`config.mk`:
```
export PLATFORM = sky130hd
export DESIGN_NAME = sc_psr_windowed_flat
export DESIGN_NICKNAME = d
export VERILOG_FILES = /design/src/rtl/sc_psr_windowed_pkg.sv /design/src/rtl/sc_psr_windowed_if.sv /design/src/rtl/sc_psr_cwp_counter.sv /design/src/rtl/sc_psr_windowed.sv /design/src/flat_wrapper.sv
export SDC_FILE = /design/constraint.sdc
export NUM_CORES = 1
export LEC_CHECK = 0
export CAP_MARGIN = 5
export CORE_MARGIN = 2
export CORE_UTILIZATION = 44
export DETAILED_ROUTE_END_ITERATION = 6
export PLACE_DENSITY = 0.9
export SLEW_MARGIN = 30
export SYNTH_ARGS = -nofsm -noshare
export SYNTH_HDL_FRONTEND = slang
export SYNTH_HIERARCHICAL = 1
export SYNTH_SLANG_ARGS = --single-unit
```
`constraint.sdc`:
```
create_clock -name SC_PsrWin_CLOCK_50 -period 6.3 [get_ports SC_PsrWin_CLOCK_50]
set_input_delay 0.945 -clock SC_PsrWin_CLOCK_50 [delete_from_list [all_inputs] [get_ports SC_PsrWin_CLOCK_50]]
set_output_delay 0.945 -clock SC_PsrWin_CLOCK_50 [all_outputs]
set_load 0.005 [all_outputs]
```
`src/rtl/sc_psr_windowed_pkg.sv`:
```
`default_nettype none
// ============================================================================
// Module   : sc_psr_windowed_pkg
// Purpose  : Shared constants for the windowed processor status register:
//            PSR bit positions, reset values and the CWP field width.
// Ports    : none (package)
// Revision : 1.0 - initial release
// ============================================================================
package sc_psr_windowed_pkg;

  // Width of the current-window-pointer field in the packed PSR word
  localparam int CWP_WIDTH = 5;

  // Bit positions inside the packed 32-bit PSR word
  localparam int PSR_ICC_HI = 23;
  localparam int PSR_ICC_LO = 20;
  localparam int PSR_S      = 7;
  localparam int PSR_PS     = 6;
  localparam int PSR_ET     = 5;
  localparam int PSR_CWP_HI = 4;
  localparam int PSR_CWP_LO = 0;

  // Reset values
  localparam logic [3:0] ICC_RESET = 4'b1111;
  localparam logic       S_RESET   = 1'b1;

endpackage
`default_nettype wire

```
`src/rtl/sc_psr_windowed_if.sv`:
```
`default_nettype none
// ============================================================================
// Module   : sc_psr_windowed_if
// Purpose  : Bundles the ALU flag inputs, control-unit commands, write data
//            bus and all status / trap-pulse outputs of the PSR block.
// Ports    : master - control side (drives commands, observes status)
//            slave  - PSR side (receives commands, drives status)
// Revision : 1.0 - initial release
// ============================================================================
interface sc_psr_windowed_if
  import sc_psr_windowed_pkg::*;
#(
  parameter int NWINDOWS = 8
);

  logic                 SC_PsrWin_negativo;
  logic                 SC_PsrWin_cero;
  logic                 SC_PsrWin_overflow;
  logic                 SC_PsrWin_carry;
  logic                 SC_PsrWin_IccWrite_InLow;
  logic                 SC_PsrWin_Save_InHigh;
  logic                 SC_PsrWin_Restore_InHigh;
  logic                 SC_PsrWin_Trap_InHigh;
  logic                 SC_PsrWin_Rett_InHigh;
  logic                 SC_PsrWin_WrPsr_InHigh;
  logic                 SC_PsrWin_WrWim_InHigh;
  logic [31:0]          SC_PsrWin_Data_In;

  logic [3:0]           SC_PsrWin_Icc_Out;
  logic [CWP_WIDTH-1:0] SC_PsrWin_Cwp_Out;
  logic [NWINDOWS-1:0]  SC_PsrWin_Wim_Out;
  logic                 SC_PsrWin_S_Out;
  logic                 SC_PsrWin_Ps_Out;
  logic                 SC_PsrWin_Et_Out;
  logic [31:0]          SC_PsrWin_Psr_Out;
  logic                 SC_PsrWin_WinOvf_Out;
  logic                 SC_PsrWin_WinUnf_Out;
  logic                 SC_PsrWin_Illegal_Out;
  logic                 SC_PsrWin_Error_Out;

  modport master (
    output SC_PsrWin_negativo, SC_PsrWin_cero, SC_PsrWin_overflow, SC_PsrWin_carry,
           SC_PsrWin_IccWrite_InLow, SC_PsrWin_Save_InHigh, SC_PsrWin_Restore_InHigh,
           SC_PsrWin_Trap_InHigh, SC_PsrWin_Rett_InHigh, SC_PsrWin_WrPsr_InHigh,
           SC_PsrWin_WrWim_InHigh, SC_PsrWin_Data_In,
    input  SC_PsrWin_Icc_Out, SC_PsrWin_Cwp_Out, SC_PsrWin_Wim_Out, SC_PsrWin_S_Out,
           SC_PsrWin_Ps_Out, SC_PsrWin_Et_Out, SC_PsrWin_Psr_Out, SC_PsrWin_WinOvf_Out,
           SC_PsrWin_WinUnf_Out, SC_PsrWin_Illegal_Out, SC_PsrWin_Error_Out
  );

  modport slave (
    input  SC_PsrWin_negativo, SC_PsrWin_cero, SC_PsrWin_overflow, SC_PsrWin_carry,
           SC_PsrWin_IccWrite_InLow, SC_PsrWin_Save_InHigh, SC_PsrWin_Restore_InHigh,
           SC_PsrWin_Trap_InHigh, SC_PsrWin_Rett_InHigh, SC_PsrWin_WrPsr_InHigh,
           SC_PsrWin_WrWim_InHigh, SC_PsrWin_Data_In,
    output SC_PsrWin_Icc_Out, SC_PsrWin_Cwp_Out, SC_PsrWin_Wim_Out, SC_PsrWin_S_Out,
           SC_PsrWin_Ps_Out, SC_PsrWin_Et_Out, SC_PsrWin_Psr_Out, SC_PsrWin_WinOvf_Out,
           SC_PsrWin_WinUnf_Out, SC_PsrWin_Illegal_Out, SC_PsrWin_Error_Out
  );

endinterface
`default_nettype wire

```
`src/rtl/sc_psr_cwp_counter.sv`:
```
`default_nettype none
// ============================================================================
// Module   : sc_psr_cwp_counter
// Purpose  : Computes the neighbouring window indices (CWP-1 and CWP+1,
//            modulo NWINDOWS) and the WIM bit at each candidate index.
// Ports    : cwp        - current window pointer
//            wim        - window invalid mask
//            cwp_dec    - (cwp - 1) mod NWINDOWS
//            cwp_inc    - (cwp + 1) mod NWINDOWS
//            wim_at_dec - wim[cwp_dec]
//            wim_at_inc - wim[cwp_inc]
// Revision : 1.0 - initial release
// ============================================================================
module sc_psr_cwp_counter
  import sc_psr_windowed_pkg::*;
#(
  parameter int NWINDOWS  = 8,
  parameter int CWP_WIDTH = 5
) (
  input  logic [CWP_WIDTH-1:0] cwp,
  input  logic [NWINDOWS-1:0]  wim,
  output logic [CWP_WIDTH-1:0] cwp_dec,
  output logic [CWP_WIDTH-1:0] cwp_inc,
  output logic                 wim_at_dec,
  output logic                 wim_at_inc
);

  localparam logic [CWP_WIDTH-1:0] LAST = CWP_WIDTH'(NWINDOWS - 1);

  // Explicit wrap at both ends: a plain modulo-2^n counter would walk into
  // nonexistent windows whenever NWINDOWS is not a power of two.
  always_comb begin
    cwp_dec = (cwp == '0)   ? LAST : cwp - 1'b1;
    cwp_inc = (cwp >= LAST) ? '0   : cwp + 1'b1;
  end

  // Mux the mask bit by comparison so the index width never has to match
  // the (possibly non-power-of-two) mask width.
  always_comb begin
    wim_at_dec = 1'b0;
    wim_at_inc = 1'b0;
    for (int i = 0; i < NWINDOWS; i++) begin
      if (cwp_dec == CWP_WIDTH'(i)) wim_at_dec = wim[i];
      if (cwp_inc == CWP_WIDTH'(i)) wim_at_inc = wim[i];
    end
  end

endmodule
`default_nettype wire

```
`src/rtl/sc_psr_windowed.sv`:
```
`default_nettype none
// ============================================================================
// Module   : sc_psr_windowed
// Purpose  : Processor status register with register-window management:
//            condition codes, CWP, WIM, S/PS/ET, one-cycle trap pulses and a
//            sticky error mode. All state updates on the falling clock edge.
// Ports    : SC_PsrWin_CLOCK_50     - clock (falling edge active)
//            SC_PsrWin_RESET_InHigh - synchronous active-high reset
//            bus                    - command/flag inputs and status outputs
// Revision : 1.0 - initial release
// ============================================================================
module sc_psr_windowed
  import sc_psr_windowed_pkg::*;
#(
  parameter int NWINDOWS  = 8,
  parameter int CWP_WIDTH = 5
) (
  input  logic                  SC_PsrWin_CLOCK_50,
  input  logic                  SC_PsrWin_RESET_InHigh,
  sc_psr_windowed_if.slave      bus
);

  logic [3:0]           icc;
  logic [CWP_WIDTH-1:0] cwp;
  logic [NWINDOWS-1:0]  wim;
  logic                 s, ps, et, err;
  logic                 win_ovf, win_unf, illegal;

  logic [CWP_WIDTH-1:0] cwp_dec, cwp_inc;
  logic                 wim_at_dec, wim_at_inc;
  logic                 wr_psr_bad, wr_psr_accept;
  logic [31:0]          psr;
  logic                 unused_data;

  sc_psr_cwp_counter #(
    .NWINDOWS  (NWINDOWS),
    .CWP_WIDTH (CWP_WIDTH)
  ) u_cwp_counter (
    .cwp        (cwp),
    .wim        (wim),
    .cwp_dec    (cwp_dec),
    .cwp_inc    (cwp_inc),
    .wim_at_dec (wim_at_dec),
    .wim_at_inc (wim_at_inc)
  );

  // A PSR write naming a window that does not exist is rejected entirely.
  assign wr_psr_bad = 32'(bus.SC_PsrWin_Data_In[PSR_CWP_HI:PSR_CWP_LO]) >= 32'(NWINDOWS);

  // WrPsr acts only when nothing of higher priority is present and the
  // write is legal; only then does it take the icc field from the bus.
  assign wr_psr_accept = !err && !bus.SC_PsrWin_Trap_InHigh && !bus.SC_PsrWin_Rett_InHigh &&
                         bus.SC_PsrWin_WrPsr_InHigh && !wr_psr_bad;

  always_ff @(negedge SC_PsrWin_CLOCK_50) begin
    if (SC_PsrWin_RESET_InHigh) begin
      icc     <= ICC_RESET;
      cwp     <= '0;
      wim     <= '0;
      s       <= S_RESET;
      ps      <= 1'b0;
      et      <= 1'b0;
      err     <= 1'b0;
      win_ovf <= 1'b0;
      win_unf <= 1'b0;
      illegal <= 1'b0;
    end else begin
      win_ovf <= 1'b0;
      win_unf <= 1'b0;
      illegal <= 1'b0;

      if (wr_psr_accept) begin
        icc <= bus.SC_PsrWin_Data_In[PSR_ICC_HI:PSR_ICC_LO];
      end else if (!bus.SC_PsrWin_IccWrite_InLow) begin
        icc <= {bus.SC_PsrWin_negativo, bus.SC_PsrWin_cero,
                bus.SC_PsrWin_overflow, bus.SC_PsrWin_carry};
      end

      // Error mode freezes everything except the flag path above.
      if (!err) begin
        if (bus.SC_PsrWin_WrWim_InHigh) wim <= bus.SC_PsrWin_Data_In[NWINDOWS-1:0];

        if (bus.SC_PsrWin_Trap_InHigh) begin
          if (et) begin
            et  <= 1'b0;
            ps  <= s;
            s   <= 1'b1;
            cwp <= cwp_dec;
          end else begin
            err <= 1'b1;
          end
        end else if (bus.SC_PsrWin_Rett_InHigh) begin
          if (et || !s)        illegal <= 1'b1;
          else if (wim_at_inc) win_unf <= 1'b1;
          else begin
            et  <= 1'b1;
            s   <= ps;
            cwp <= cwp_inc;
          end
        end else if (bus.SC_PsrWin_WrPsr_InHigh) begin
          if (wr_psr_bad) begin
            illegal <= 1'b1;
          end else begin
            s   <= bus.SC_PsrWin_Data_In[PSR_S];
            ps  <= bus.SC_PsrWin_Data_In[PSR_PS];
            et  <= bus.SC_PsrWin_Data_In[PSR_ET];
            cwp <= bus.SC_PsrWin_Data_In[PSR_CWP_HI:PSR_CWP_LO];
          end
        end else if (bus.SC_PsrWin_Save_InHigh && bus.SC_PsrWin_Restore_InHigh) begin
          illegal <= 1'b1;
        end else if (bus.SC_PsrWin_Save_InHigh) begin
          if (wim_at_dec) win_ovf <= 1'b1;
          else            cwp     <= cwp_dec;
        end else if (bus.SC_PsrWin_Restore_InHigh) begin
          if (wim_at_inc) win_unf <= 1'b1;
          else            cwp     <= cwp_inc;
        end
      end
    end
  end

  always_comb begin
    psr                         = '0;
    psr[PSR_ICC_HI:PSR_ICC_LO]  = icc;
    psr[PSR_S]                  = s;
    psr[PSR_PS]                 = ps;
    psr[PSR_ET]                 = et;
    psr[PSR_CWP_HI:PSR_CWP_LO]  = cwp;
  end

  // Only part of the data bus is architecturally meaningful.
  assign unused_data = ^bus.SC_PsrWin_Data_In;

  assign bus.SC_PsrWin_Icc_Out     = icc;
  assign bus.SC_PsrWin_Cwp_Out     = cwp;
  assign bus.SC_PsrWin_Wim_Out     = wim;
  assign bus.SC_PsrWin_S_Out       = s;
  assign bus.SC_PsrWin_Ps_Out      = ps;
  assign bus.SC_PsrWin_Et_Out      = et;
  assign bus.SC_PsrWin_Psr_Out     = psr;
  assign bus.SC_PsrWin_WinOvf_Out  = win_ovf;
  assign bus.SC_PsrWin_WinUnf_Out  = win_unf;
  assign bus.SC_PsrWin_Illegal_Out = illegal;
  assign bus.SC_PsrWin_Error_Out   = err;

endmodule
`default_nettype wire

```
`src/flat_wrapper.sv`:
```
// flat-port wrapper written by rule: the top's interface ports become plain ports
module sc_psr_windowed_flat import sc_psr_windowed_pkg::*;
#(
  parameter int NWINDOWS  = 8,
  parameter int CWP_WIDTH = 5
)
  (SC_PsrWin_CLOCK_50, SC_PsrWin_RESET_InHigh, bus_SC_PsrWin_negativo, bus_SC_PsrWin_cero, bus_SC_PsrWin_overflow, bus_SC_PsrWin_carry, bus_SC_PsrWin_IccWrite_InLow, bus_SC_PsrWin_Save_InHigh, bus_SC_PsrWin_Restore_InHigh, bus_SC_PsrWin_Trap_InHigh, bus_SC_PsrWin_Rett_InHigh, bus_SC_PsrWin_WrPsr_InHigh, bus_SC_PsrWin_WrWim_InHigh, bus_SC_PsrWin_Data_In, bus_SC_PsrWin_Icc_Out, bus_SC_PsrWin_Cwp_Out, bus_SC_PsrWin_Wim_Out, bus_SC_PsrWin_S_Out, bus_SC_PsrWin_Ps_Out, bus_SC_PsrWin_Et_Out, bus_SC_PsrWin_Psr_Out, bus_SC_PsrWin_WinOvf_Out, bus_SC_PsrWin_WinUnf_Out, bus_SC_PsrWin_Illegal_Out, bus_SC_PsrWin_Error_Out);
  sc_psr_windowed_if #(.NWINDOWS(NWINDOWS)) bus_i ();
  input  logic SC_PsrWin_CLOCK_50;
  input  logic SC_PsrWin_RESET_InHigh;
  input wire logic [$bits(bus_i.SC_PsrWin_negativo)-1:0] bus_SC_PsrWin_negativo;
  input wire logic [$bits(bus_i.SC_PsrWin_cero)-1:0] bus_SC_PsrWin_cero;
  input wire logic [$bits(bus_i.SC_PsrWin_overflow)-1:0] bus_SC_PsrWin_overflow;
  input wire logic [$bits(bus_i.SC_PsrWin_carry)-1:0] bus_SC_PsrWin_carry;
  input wire logic [$bits(bus_i.SC_PsrWin_IccWrite_InLow)-1:0] bus_SC_PsrWin_IccWrite_InLow;
  input wire logic [$bits(bus_i.SC_PsrWin_Save_InHigh)-1:0] bus_SC_PsrWin_Save_InHigh;
  input wire logic [$bits(bus_i.SC_PsrWin_Restore_InHigh)-1:0] bus_SC_PsrWin_Restore_InHigh;
  input wire logic [$bits(bus_i.SC_PsrWin_Trap_InHigh)-1:0] bus_SC_PsrWin_Trap_InHigh;
  input wire logic [$bits(bus_i.SC_PsrWin_Rett_InHigh)-1:0] bus_SC_PsrWin_Rett_InHigh;
  input wire logic [$bits(bus_i.SC_PsrWin_WrPsr_InHigh)-1:0] bus_SC_PsrWin_WrPsr_InHigh;
  input wire logic [$bits(bus_i.SC_PsrWin_WrWim_InHigh)-1:0] bus_SC_PsrWin_WrWim_InHigh;
  input wire logic [$bits(bus_i.SC_PsrWin_Data_In)-1:0] bus_SC_PsrWin_Data_In;
  output wire logic [$bits(bus_i.SC_PsrWin_Icc_Out)-1:0] bus_SC_PsrWin_Icc_Out;
  output wire logic [$bits(bus_i.SC_PsrWin_Cwp_Out)-1:0] bus_SC_PsrWin_Cwp_Out;
  output wire logic [$bits(bus_i.SC_PsrWin_Wim_Out)-1:0] bus_SC_PsrWin_Wim_Out;
  output wire logic [$bits(bus_i.SC_PsrWin_S_Out)-1:0] bus_SC_PsrWin_S_Out;
  output wire logic [$bits(bus_i.SC_PsrWin_Ps_Out)-1:0] bus_SC_PsrWin_Ps_Out;
  output wire logic [$bits(bus_i.SC_PsrWin_Et_Out)-1:0] bus_SC_PsrWin_Et_Out;
  output wire logic [$bits(bus_i.SC_PsrWin_Psr_Out)-1:0] bus_SC_PsrWin_Psr_Out;
  output wire logic [$bits(bus_i.SC_PsrWin_WinOvf_Out)-1:0] bus_SC_PsrWin_WinOvf_Out;
  output wire logic [$bits(bus_i.SC_PsrWin_WinUnf_Out)-1:0] bus_SC_PsrWin_WinUnf_Out;
  output wire logic [$bits(bus_i.SC_PsrWin_Illegal_Out)-1:0] bus_SC_PsrWin_Illegal_Out;
  output wire logic [$bits(bus_i.SC_PsrWin_Error_Out)-1:0] bus_SC_PsrWin_Error_Out;
  assign bus_i.SC_PsrWin_negativo = bus_SC_PsrWin_negativo;
  assign bus_i.SC_PsrWin_cero = bus_SC_PsrWin_cero;
  assign bus_i.SC_PsrWin_overflow = bus_SC_PsrWin_overflow;
  assign bus_i.SC_PsrWin_carry = bus_SC_PsrWin_carry;
  assign bus_i.SC_PsrWin_IccWrite_InLow = bus_SC_PsrWin_IccWrite_InLow;
  assign bus_i.SC_PsrWin_Save_InHigh = bus_SC_PsrWin_Save_InHigh;
  assign bus_i.SC_PsrWin_Restore_InHigh = bus_SC_PsrWin_Restore_InHigh;
  assign bus_i.SC_PsrWin_Trap_InHigh = bus_SC_PsrWin_Trap_InHigh;
  assign bus_i.SC_PsrWin_Rett_InHigh = bus_SC_PsrWin_Rett_InHigh;
  assign bus_i.SC_PsrWin_WrPsr_InHigh = bus_SC_PsrWin_WrPsr_InHigh;
  assign bus_i.SC_PsrWin_WrWim_InHigh = bus_SC_PsrWin_WrWim_InHigh;
  assign bus_i.SC_PsrWin_Data_In = bus_SC_PsrWin_Data_In;
  assign bus_SC_PsrWin_Icc_Out = bus_i.SC_PsrWin_Icc_Out;
  assign bus_SC_PsrWin_Cwp_Out = bus_i.SC_PsrWin_Cwp_Out;
  assign bus_SC_PsrWin_Wim_Out = bus_i.SC_PsrWin_Wim_Out;
  assign bus_SC_PsrWin_S_Out = bus_i.SC_PsrWin_S_Out;
  assign bus_SC_PsrWin_Ps_Out = bus_i.SC_PsrWin_Ps_Out;
  assign bus_SC_PsrWin_Et_Out = bus_i.SC_PsrWin_Et_Out;
  assign bus_SC_PsrWin_Psr_Out = bus_i.SC_PsrWin_Psr_Out;
  assign bus_SC_PsrWin_WinOvf_Out = bus_i.SC_PsrWin_WinOvf_Out;
  assign bus_SC_PsrWin_WinUnf_Out = bus_i.SC_PsrWin_WinUnf_Out;
  assign bus_SC_PsrWin_Illegal_Out = bus_i.SC_PsrWin_Illegal_Out;
  assign bus_SC_PsrWin_Error_Out = bus_i.SC_PsrWin_Error_Out;
  sc_psr_windowed #(.NWINDOWS(NWINDOWS), .CWP_WIDTH(CWP_WIDTH)) u_core (.SC_PsrWin_CLOCK_50(SC_PsrWin_CLOCK_50), .SC_PsrWin_RESET_InHigh(SC_PsrWin_RESET_InHigh), .bus(bus_i));
endmodule
```
==> run_results.csv, run 1 <==
group,metric,value,unit
global_routing,grt_max_degree,17,
global_routing,grt_pass1_vias,1826,
synthesis,ys_seq_area_share,23.7,%
final_layout,antenna_cells,0,
final_layout,drive_gt1_share,9.90,%
floorplanning,die_width,71.8,um
setup_path,crit_path_start_kind,"flop",
status,status,"complete, no violations",
timing,hold_ws,495,ps
setup_path,slowest_delay,720,ps
setup_path,critPathTopFamily,"flip-flops",
final_layout,layoutNonFillerInstCount,355,
route,drcViolationCount,0,
clocking,numCtsBuffers,3,
timing,slew-limit-headroom,43.1,%
setup_path,cp-end-kind,"primary output",
place,post-dp-hpwl,3.90,mm
floorplanning,io_pins,101,
place,dp.cells,328,
synthesis,synth.distinct_cells,56,
timing,final.setup_skew,16.1,ps
place,io_buffers,60,
clocking,clockBufferDepth,2,
synthesis,syn-cell-area,2020,sq um
synthesis,synth_enable_flop_cells,0,
setup_path,cp_max_fo,16,
power,vdd_drop_max,116,uV
clocking,root_buffer,"clkbuf_8",
route,drt-vias-per-instance,5.30,
floorplanning,rows,24,
setup_path,path_buf_inv,1,
power,power.leakage,1.12,nW
synthesis,syn_area_per_cell,8.58,sq um
timing,finalSetupViolations,0,
route,dr.pass1.iters,4,
timing,slew_violations,0,
clocking,insertion_delay,340,ps
global_routing,antenna_found_initial,0,
clocking,tritoncts,"built",
final_layout,nets,355,
setup_path,worstPathArrival,4830,ps
route,drtIter0Drc,123,
timing,rsz0062_at_grt,"no",
synthesis,synth_warnings,6,
timing,fin_tns_setup,0,ps
power,finalPower,0.000513,W
clocking,cts_resized,0,
timing,hold_viol,0,
clocking,clk_pin_slew_worst_paths,40,ps
run,cap_viol_max_count,0,
floorplanning,dieArea,5160,sq um
clocking,cts_hold_buf,0,
synthesis,synth_cells,236,
hold_path,hp-class,"reg2reg",
route,wl_per_cell,14.5,um
global_routing,overflow,0,
timing,worst_slew_pin_slew,849,ps
setup_path,ff2ff_setup_slack,3130,ps
clocking,cts-htree-levels,1,
floorplanning,start_util,46.2,%
setup_path,cp.required,5350,ps
setup_path,crit_slowest_cell,"dfxtp_1",
setup_path,path_class,"reg2out",
route,totalWireLength,5.15,mm
synthesis,ys_ff_latch,24,
clocking,cts_sinks,24,
power,p_per_area,198,nW/um^2
synthesis,async_flop_share,0,%
final_layout,syn_to_final_growth,28.2,%
global_routing,track_usage,19.9,%
clocking,post_cts_buffers,0,
route,vias,1880,
route,ant_nets,0,
synthesis,synth-main-ff-cell,"dfxtp_1",
floorplanning,fp.dieH,71.8,um
setup_path,path_cells,"clkdlybuf4s50_1",
floorplanning,core-area,4380,sq um
global_routing,grt_pass1_wl,8.29,mm
place,gp_congestion,0.943,
-- through the flow --
| step | util [%] | instance area, sq um | setup slack (ps) |
|---|---|---|---|
| CTS | 59.2 | 2590 | 535 |
| global placement | 56.2 | 2460 | 446 |
| finish | 59.2 | 2590 | 525 |
| floorplan | - | 2100 | 1060 |
| detailed placement | 56.2 | 2460 | 384 |
| global route | 59.2 | 2590 | 450 |
-- synthesized netlist by cell type (2+ instances only) --
| cell | count | area (sq um) |
|---|---|---|
| buf_4 | 34 | 255 |
| nand2_1 | 27 | 101 |
| dfxtp_1 | 24 | 480 |
| mux2i_1 | 13 | 130 |
| a21oi_1 | 12 | 60.1 |
| inv_1 | 9 | 33.8 |
| nand2b_1 | 7 | 43.8 |
| ha_1 | 6 | 75.1 |
| nor2_1 | 6 | 22.5 |
| o211ai_1 | 6 | 45.0 |
| a211oi_1 | 5 | 37.5 |
| a22o_1 | 5 | 43.8 |
| a32oi_1 | 5 | 43.8 |
| and2_2 | 5 | 37.5 |
| nor2b_1 | 5 | 31.3 |
| and3_1 | 4 | 25.0 |
| clkbuf_1 | 4 | 15.0 |
| mux2_2 | 4 | 45.0 |
| nor3_1 | 4 | 20.0 |
| o21ai_0 | 4 | 20.0 |
| clkbuf_8 | 3 | 41.3 |
| o21a_1 | 3 | 22.5 |
| a31o_1 | 2 | 17.5 |
| a41o_1 | 2 | 20.0 |
| buf_2 | 2 | 10.0 |
| conb_1 | 2 | 7.51 |
| nand3_1 | 2 | 10.0 |
| o311ai_0 | 2 | 17.5 |
| or3b_1 | 2 | 17.5 |
-- sequential cells by signal (all words and copies together), names as in the netlist --
signal / flops
u_core/bus.SC_PsrWin_WinOvf_Out: 1
u_core/bus.SC_PsrWin_Error_Out: 1
u_core/bus.SC_PsrWin_Icc_Out: 4
u_core/bus.SC_PsrWin_Wim_Out: 8
u_core/bus.SC_PsrWin_Ps_Out: 1
u_core/bus.SC_PsrWin_Cwp_Out: 5
u_core/bus.SC_PsrWin_S_Out: 1
u_core/bus.SC_PsrWin_Et_Out: 1
u_core/bus.SC_PsrWin_Illegal_Out: 1
u_core/bus.SC_PsrWin_WinUnf_Out: 1
-- cells by family after synthesis --
| group | synth area share, % |
|---|---|
| AOI/OAI and AO/OA | 22.6 |
| xor gates and xnor gates | 0.804 |
| adders and majority gates | 3.71 |
| buffers and inverters | 18.1 |
| DFF | 23.7 |
| muxes | 9.76 |
| other | 0.371 |
| and+or+nand+nor | 20.9 |
-- metal layers --
layer	vias to the layer above	GRT usage, %	part of all wire, %
li1	927	-	-
met5	-	0	0
met2	75	33.0	50
met4	0	7.13	0.74
met3	6	5.91	6.6
met1	872	24.5	43
-- where the power goes --
group	leakage [nW]	switching (W)	internal, W	total, W
Sequential	0.197	0.0000221	0.000164	0.000186
Combinational	0.771	0.0000804	0.0000960	0.000176
Clock	0.149	0.0000868	0.0000638	0.000151
-- cells in the final DEF (no fill, tap or decap), types with 2 or more instances in the layout --
master / netlist / layout
a41o_1: 2 / 2
a31o_1: 2 / 2
ha_1: 6 / 6
a22o_1: 5 / 5
nor3_1: 4 / 4
nand3_1: 2 / 2
mux2i_1: 13 / 13
o21a_1: 3 / 3
buf_4: 34 / 4
a21oi_1: 12 / 12
nand2b_1: 7 / 7
and2_2: 5 / 5
a211oi_1: 5 / 5
dfxtp_1: 24 / 24
nor2b_1: 5 / 5
or3b_1: 2 / 2
mux2_2: 4 / 4
nor2_1: 6 / 6
nand2_1: 27 / 27
and3_1: 4 / 4
clkbuf_8: 3 / 3
o311ai_0: 2 / 2
a32oi_1: 5 / 5
clkdlybuf4s50_1: 0 / 60
o211ai_1: 6 / 6
conb_1: 2 / 22
inv_1: 9 / 32
o21ai_0: 4 / 4
-- layout make-up --
cell class,instances,area (sq um)
clock buffers,3,41.3
clock inverters,25,95.1
fillers,388,1790
inverters,8,30.0
multi-input cells,179,1250
flip-flops and latches,24,480
well taps,52,65.1
repair buffers,64,631
-- worst paths after layout --
kind	start	endpoint	cells after the start
hold reg to reg	u_core/bus.SC_PsrWin_Wim_Out[1]	u_core/bus.SC_PsrWin_Wim_Out[1]	2
setup reg to reg	u_core/bus.SC_PsrWin_Cwp_Out[0]	u_core/bus.SC_PsrWin_S_Out	9
setup / recovery	u_core/bus.SC_PsrWin_Cwp_Out[2]	bus_SC_PsrWin_Psr_Out[2]	1
hold / removal	u_core/bus.SC_PsrWin_Wim_Out[1]	u_core/bus.SC_PsrWin_Wim_Out[1]	2
(Power assumes the default switching activity.)
==> run 2: changes to the inputs <==
--- a/config.mk
+++ b/config.mk
@@ -9,8 +9,9 @@
 export CORE_MARGIN = 2
 export CORE_UTILIZATION = 44
 export DETAILED_ROUTE_END_ITERATION = 6
+export GPL_TIMING_DRIVEN = 0
 export PLACE_DENSITY = 0.9
-export SLEW_MARGIN = 30
+export SLEW_MARGIN = 5
 export SYNTH_ARGS = -nofsm -noshare
 export SYNTH_HDL_FRONTEND = slang
 export SYNTH_HIERARCHICAL = 1
==> run 2 against run 1 <==
  * Sequential share of layout area down 1.9 points
  * Setup slack improved by 17 ps
  * Via count increased by 6.8%
  * Utilization grew 6.9 points
  * Routed wire length increased by 2.6%
  * Critical path depth is 1 higher
  * Final area rose by 12%
  * Register-to-register slack gained 40 ps
  * Worst hold slack worse by 5.8 ps
  * Clock-buffer cell count unchanged
==> run_results.csv, run 2 (synthesized netlist as in run 1, its figures left out) <==
group,metric,value,unit
timing,worst_slew_pin_slew,579,ps
clocking,numCtsBuffers,3,
route,vias,2007,
timing,fin_tns_setup,0,ps
setup_path,ff2ff_setup_slack,3170,ps
power,pwr-share-comb,37.4,%
power,seqPwrFrac,33.7,%
route,dr.pass1.iters,5,
place,place_area,2770,sq um
hold_path,min_path_cells,2,
power,power.leakage,1.32,nW
setup_path,cp.required,5350,ps
floorplanning,core-area,4380,sq um
global_routing,track_usage,20.3,%
run,cap_viol_max_count,0,
setup_path,cp-end-kind,"primary output",
timing,hold_viol,0,
floorplanning,start_util,46.2,%
clocking,clockBufferDepth,2,
place,post-dp-hpwl,4.10,mm
hold_path,whs_endpoint,"u_core/bus.SC_PsrWin_Wim_Out[1]",
power,vdd_drop_max,123,uV
setup_path,path_cells,"buf_4, clkdlybuf4s50_1",
final_layout,final_cell_mix,"clkdlybuf4s50_1 (60), buf_4 (34), inv_1 (32)",
setup_path,r2r_start,"u_core/bus.SC_PsrWin_Cwp_Out[0]",
timing,rsz0062_at_grt,"no",
route,ant_nets,0,
setup_path,cp_max_fo,14,
clocking,post_cts_buffers,0,
hold_path,hp-class,"reg2reg",
global_routing,grt_max_degree,15,
power,intPower,0.000343,W
final_layout,syn_to_final_growth,43.2,%
clocking,tritoncts,"built",
final_layout,nets,395,
power,swShare,36.5,%
clocking,insertion_delay,350,ps
setup_path,worst_r2r_path_depth,10,
clocking,clk_pin_slew_worst_paths,30,ps
final_layout,fin_area,2900,sq um
timing,finalSetupViolations,0,
final_layout,antenna_cells,0,
route,drt-vias-per-instance,5.08,
final_layout,area.sequential,480,sq um
setup_path,path_class,"reg2out",
route,totalWireLength,5.28,mm
final_layout,fillerInstances,364,
floorplanning,fp.dieH,71.8,um
place,gp_congestion,0.908,
power,p_per_area,187,nW/um^2
global_routing,antenna_found_initial,0,
timing,slew_violations,0,
hold_path,worstHoldStart,"u_core/bus.SC_PsrWin_Wim_Out[1]",
power,clock_power_share,28.9,%
final_layout,multiInputGateArea,1250,sq um
clocking,root_buffer,"clkbuf_8",
floorplanning,die_width,71.8,um
global_routing,overflow,0,
clocking,cts_resized,0,
setup_path,crit_slowest_cell,"dfxtp_1",
global_routing,grt_pass1_vias,1823,
setup_path,crit_path_start_kind,"flop",
final_layout,layout.cells.most_common,"clkdlybuf4s50_1",
floorplanning,io_pins,101,
final_layout,drive_gt1_share,19.2,%
setup_path,reg2reg_to,"u_core/bus.SC_PsrWin_Cwp_Out[3]",
status,status,"complete, no violations",
setup_path,worstPathArrival,4810,ps
route,wl_per_cell,13.4,um
timing,slew-limit-headroom,61.0,%
floorplanning,dieArea,5160,sq um
floorplanning,rows,24,
final_layout,largest_reg_flops,8,
power,switchingPower,0.000197,W
setup_path,slowest_delay,640,ps
route,drcViolationCount,0,
clocking,cts_hold_buf,0,
timing,final.setup_skew,14.6,ps
route,drtIter0Drc,121,
clocking,cts_sinks,24,
clocking,cts-htree-levels,1,
global_routing,grt_pass1_wl,8.46,mm
place,io_buffers,60,
## run 2: changes by cell type in the layout (fill, tap and decap cells not counted), sizes merged
cell	before	now
inv	32	33
buf	4	37
clkbuf	3	10
clkinvlp	1	0
## run 2: metrics by stage
stage	std cells	hold slack [ps]	setup WS, ps	total power, W	utilization (%)
4_1_cts	395	495	525	0.000546	66.1
6_report	395	489	542	0.000541	66.1
2_1_floorplan	256	473	1060	0.000331	-
5_1_grt	395	512	445	0.000584	66.1
3_3_place_gp	368	489	467	0.000403	63.1
3_5_place_dp	368	491	417	0.000408	63.1
## run 2: metal layers
layer	share of wire (%)	wire length, um	track usage [%]
met1	43	2280	25.6
met2	49	2610	32.4
met3	6.3	335	6.75
met4	0.97	51	6.71
met5	0	0	0
## run 2: how the worst max path moves through the flow
stage	end	cells past startpoint	slack (ps)	startpoint
global placement	u_core/bus.SC_PsrWin_Icc_Out[2]	6	470	bus_SC_PsrWin_Data_In[3]
detailed placement	u_core/bus.SC_PsrWin_Icc_Out[1]	6	420	bus_SC_PsrWin_Data_In[3]
floorplan	u_core/bus.SC_PsrWin_Icc_Out[0]	5	1060	bus_SC_PsrWin_Data_In[3]
finish	bus_SC_PsrWin_Psr_Out[0]	2	540	u_core/bus.SC_PsrWin_Cwp_Out[0]
global route	bus_SC_PsrWin_Psr_Out[0]	2	440	u_core/bus.SC_PsrWin_Cwp_Out[0]
CTS	bus_SC_PsrWin_Psr_Out[0]	2	520	u_core/bus.SC_PsrWin_Cwp_Out[0]
## run 2: final cells by class
class | instances | share of cell area (%)
Buffer | 44 | 11.5
Clock buffer | 3 | 1.42
Clock inverter | 25 | 3.32
Inverter | 8 | 1.04
Multi-Input combinational cell | 179 | 43.2
Sequential cell | 24 | 16.6
Tap cell | 52 | 2.24
Timing Repair Buffer | 60 | 20.7
## run 2: power groups by stage
stage / logic, W / clock network, W / registers [W]
after floorplan: 0.000126 / 0.0000243 / 0.000181
after detailed placement: 0.000199 / 0.0000243 / 0.000184
after global placement: 0.000195 / 0.0000243 / 0.000184
after global routing: 0.000219 / 0.000182 / 0.000184
after CTS: 0.000200 / 0.000164 / 0.000182
final: 0.000203 / 0.000156 / 0.000182
## run 2: critical path: cells and delay by family (launching register included)
kind / cells / cell delay, ps
buffers and inverters: 2 / 670
DFF: 1 / 640
==> run 3: changes to the inputs <==
--- a/config.mk
+++ b/config.mk
@@ -7,10 +7,10 @@
 export LEC_CHECK = 0
 export CAP_MARGIN = 5
 export CORE_MARGIN = 2
-export CORE_UTILIZATION = 44
+export CORE_UTILIZATION = 41
 export DETAILED_ROUTE_END_ITERATION = 6
 export GPL_TIMING_DRIVEN = 0
-export PLACE_DENSITY = 0.9
+export PLACE_DENSITY = 0.85
 export SLEW_MARGIN = 5
 export SYNTH_ARGS = -nofsm -noshare
 export SYNTH_HDL_FRONTEND = slang
==> constraint.sdc (replaced) <==
create_clock -name SC_PsrWin_CLOCK_50 -period 5.8 [get_ports SC_PsrWin_CLOCK_50]
set_input_delay 0.87 -clock SC_PsrWin_CLOCK_50 [delete_from_list [all_inputs] [get_ports SC_PsrWin_CLOCK_50]]
set_output_delay 0.87 -clock SC_PsrWin_CLOCK_50 [all_outputs]
set_load 0.005 [all_outputs]
==> run 3 against run 2 <==
  * Sequential power rose by 9%
  * Total power is 9.7% higher
  * Die area is 6.9% higher
  * Critical path depth stayed put
  * Sequential share of layout area down 0.11 points
  * Clock power rose by 11%
  * Flip-flop and latch count stayed put
  * Routed wire length increased by 3.3%
  * Setup slack lost 170 ps
  * Register-to-register slack got worse by 500 ps
==> run_results.csv, run 3 (synthesized netlist as in run 1, its figures left out) <==
group,metric,value,unit
final_layout,layout.cells.most_common,"clkdlybuf4s50_1",
clocking,clk_pin_slew_worst_paths,30,ps
route,ant_nets,0,
final_layout,largest_reg_flops,8,
timing,slew_violations,0,
clocking,cts_resized,0,
timing,fin_tns_setup,0,ps
clocking,numCtsBuffers,3,
clocking,cts-htree-levels,1,
floorplanning,rows,25,
clocking,post_cts_buffers,0,
global_routing,grt_pass1_wl,8.54,mm
run,cap_viol_max_count,0,
final_layout,layoutNonFillerInstCount,410,
timing,slew-limit-headroom,60.1,%
floorplanning,die_width,74.3,um
final_layout,fillerInstances,433,
route,drcViolationCount,0,
timing,worst_slew_pin_slew,592,ps
timing,final.setup_skew,17.1,ps
route,vias,2022,
floorplanning,start_util,42.6,%
route,totalWireLength,5.46,mm
global_routing,grt_max_degree,15,
global_routing,overflow,0,
clocking,insertion_delay,360,ps
status,status,"complete, no violations",
final_layout,nets,395,
setup_path,cp.required,4930,ps
place,gp_congestion,0.863,
hold_path,hp-class,"reg2reg",
floorplanning,dieArea,5520,sq um
final_layout,final_util,61.4,%
clocking,clockBufferDepth,2,
final_layout,antenna_cells,0,
route,wl_per_cell,13.3,um
floorplanning,core-area,4750,sq um
timing,rsz0062_at_grt,"no",
setup_path,ff2ff_setup_slack,2670,ps
place,io_buffers,60,
route,dr.pass1.iters,4,
clocking,root_buffer,"clkbuf_8",
setup_path,cp-end-kind,"primary output",
final_layout,syn_to_final_growth,44.1,%
timing,hold_viol,0,
setup_path,crit_path_start_kind,"flop",
setup_path,cp_max_fo,14,
power,p_per_area,203,nW/um^2
place,dp.cells,383,
setup_path,worstPathArrival,4560,ps
power,vdd_drop_max,120,uV
setup_path,path_class,"reg2out",
floorplanning,fp.dieH,74.3,um
global_routing,antenna_found_initial,0,
route,drtIter0Drc,156,
power,power.leakage,1.32,nW
global_routing,grt_pass1_vias,1785,
clocking,cts_hold_buf,0,
clocking,tritoncts,"built",
final_layout,final_cell_mix,"clkdlybuf4s50_1 (60), buf_4 (34), inv_1 (32)",
route,drt-vias-per-instance,4.93,
timing,hold_ws,485,ps
floorplanning,io_pins,101,
place,post-dp-hpwl,4.13,mm
clocking,cts_sinks,24,
global_routing,track_usage,19.9,%
final_layout,drive_gt1_share,19.2,%
timing,finalSetupViolations,0,
run 3: per-stage QoR:
| step | worst slack, ps | total power, W | instance area, sq um |
|---|---|---|---|
| floorplan | 882 | 0.000360 | 2100 |
| global placement | 278 | 0.000440 | 2780 |
| detailed placement | 285 | 0.000446 | 2780 |
| CTS | 371 | 0.000598 | 2920 |
| global route | 255 | 0.000644 | 2920 |
| finish | 368 | 0.000593 | 2920 |
run 3: final cells by class:
cell class | count | area, sq um | area share [%]
flip-flops and latches | 24 | 480 | 16.5
multi-input cells | 179 | 1250 | 42.9
clock buffers | 3 | 41.3 | 1.42
repair buffers | 60 | 601 | 20.6
clock inverters | 25 | 96.3 | 3.30
inverters | 8 | 30.0 | 1.03
well taps | 67 | 83.8 | 2.87
plain buffers | 44 | 333 | 11.4
run 3: routing by layer:
metal	global-route usage (%)	share of wire, %	vias to the layer above
met2	33.3	50	84
li1	-	-	1000
met3	6.23	7.4	8
met4	6.35	1.3	0
met1	24.5	41	930
met5	0	0	-
run 3: path summary, 6_finish.rpt:
path                                                      start                              end  depth (start not counted)
worst max-delay path            u_core/bus.SC_PsrWin_Cwp_Out[0]         bus_SC_PsrWin_Psr_Out[0]                          2
worst min-delay path            u_core/bus.SC_PsrWin_Wim_Out[0]  u_core/bus.SC_PsrWin_Wim_Out[0]                          2
worst max register to register  u_core/bus.SC_PsrWin_Cwp_Out[0]  u_core/bus.SC_PsrWin_Cwp_Out[0]                         10
worst min register to register  u_core/bus.SC_PsrWin_Wim_Out[0]  u_core/bus.SC_PsrWin_Wim_Out[0]                          2
run 3: critical path, stage by stage, from the launching register on:
cell and delay [ps]:
dfxtp_1 640, buf_4 190, clkdlybuf4s50_1 480
run 3: where the power goes:
| group | total (W) | switching (W) | internal [W] |
|---|---|---|---|
| Clock | 0.000173 | 0.000102 | 0.0000709 |
| Sequential | 0.000198 | 0.0000202 | 0.000178 |
| Combinational | 0.000223 | 0.0000981 | 0.000125 |
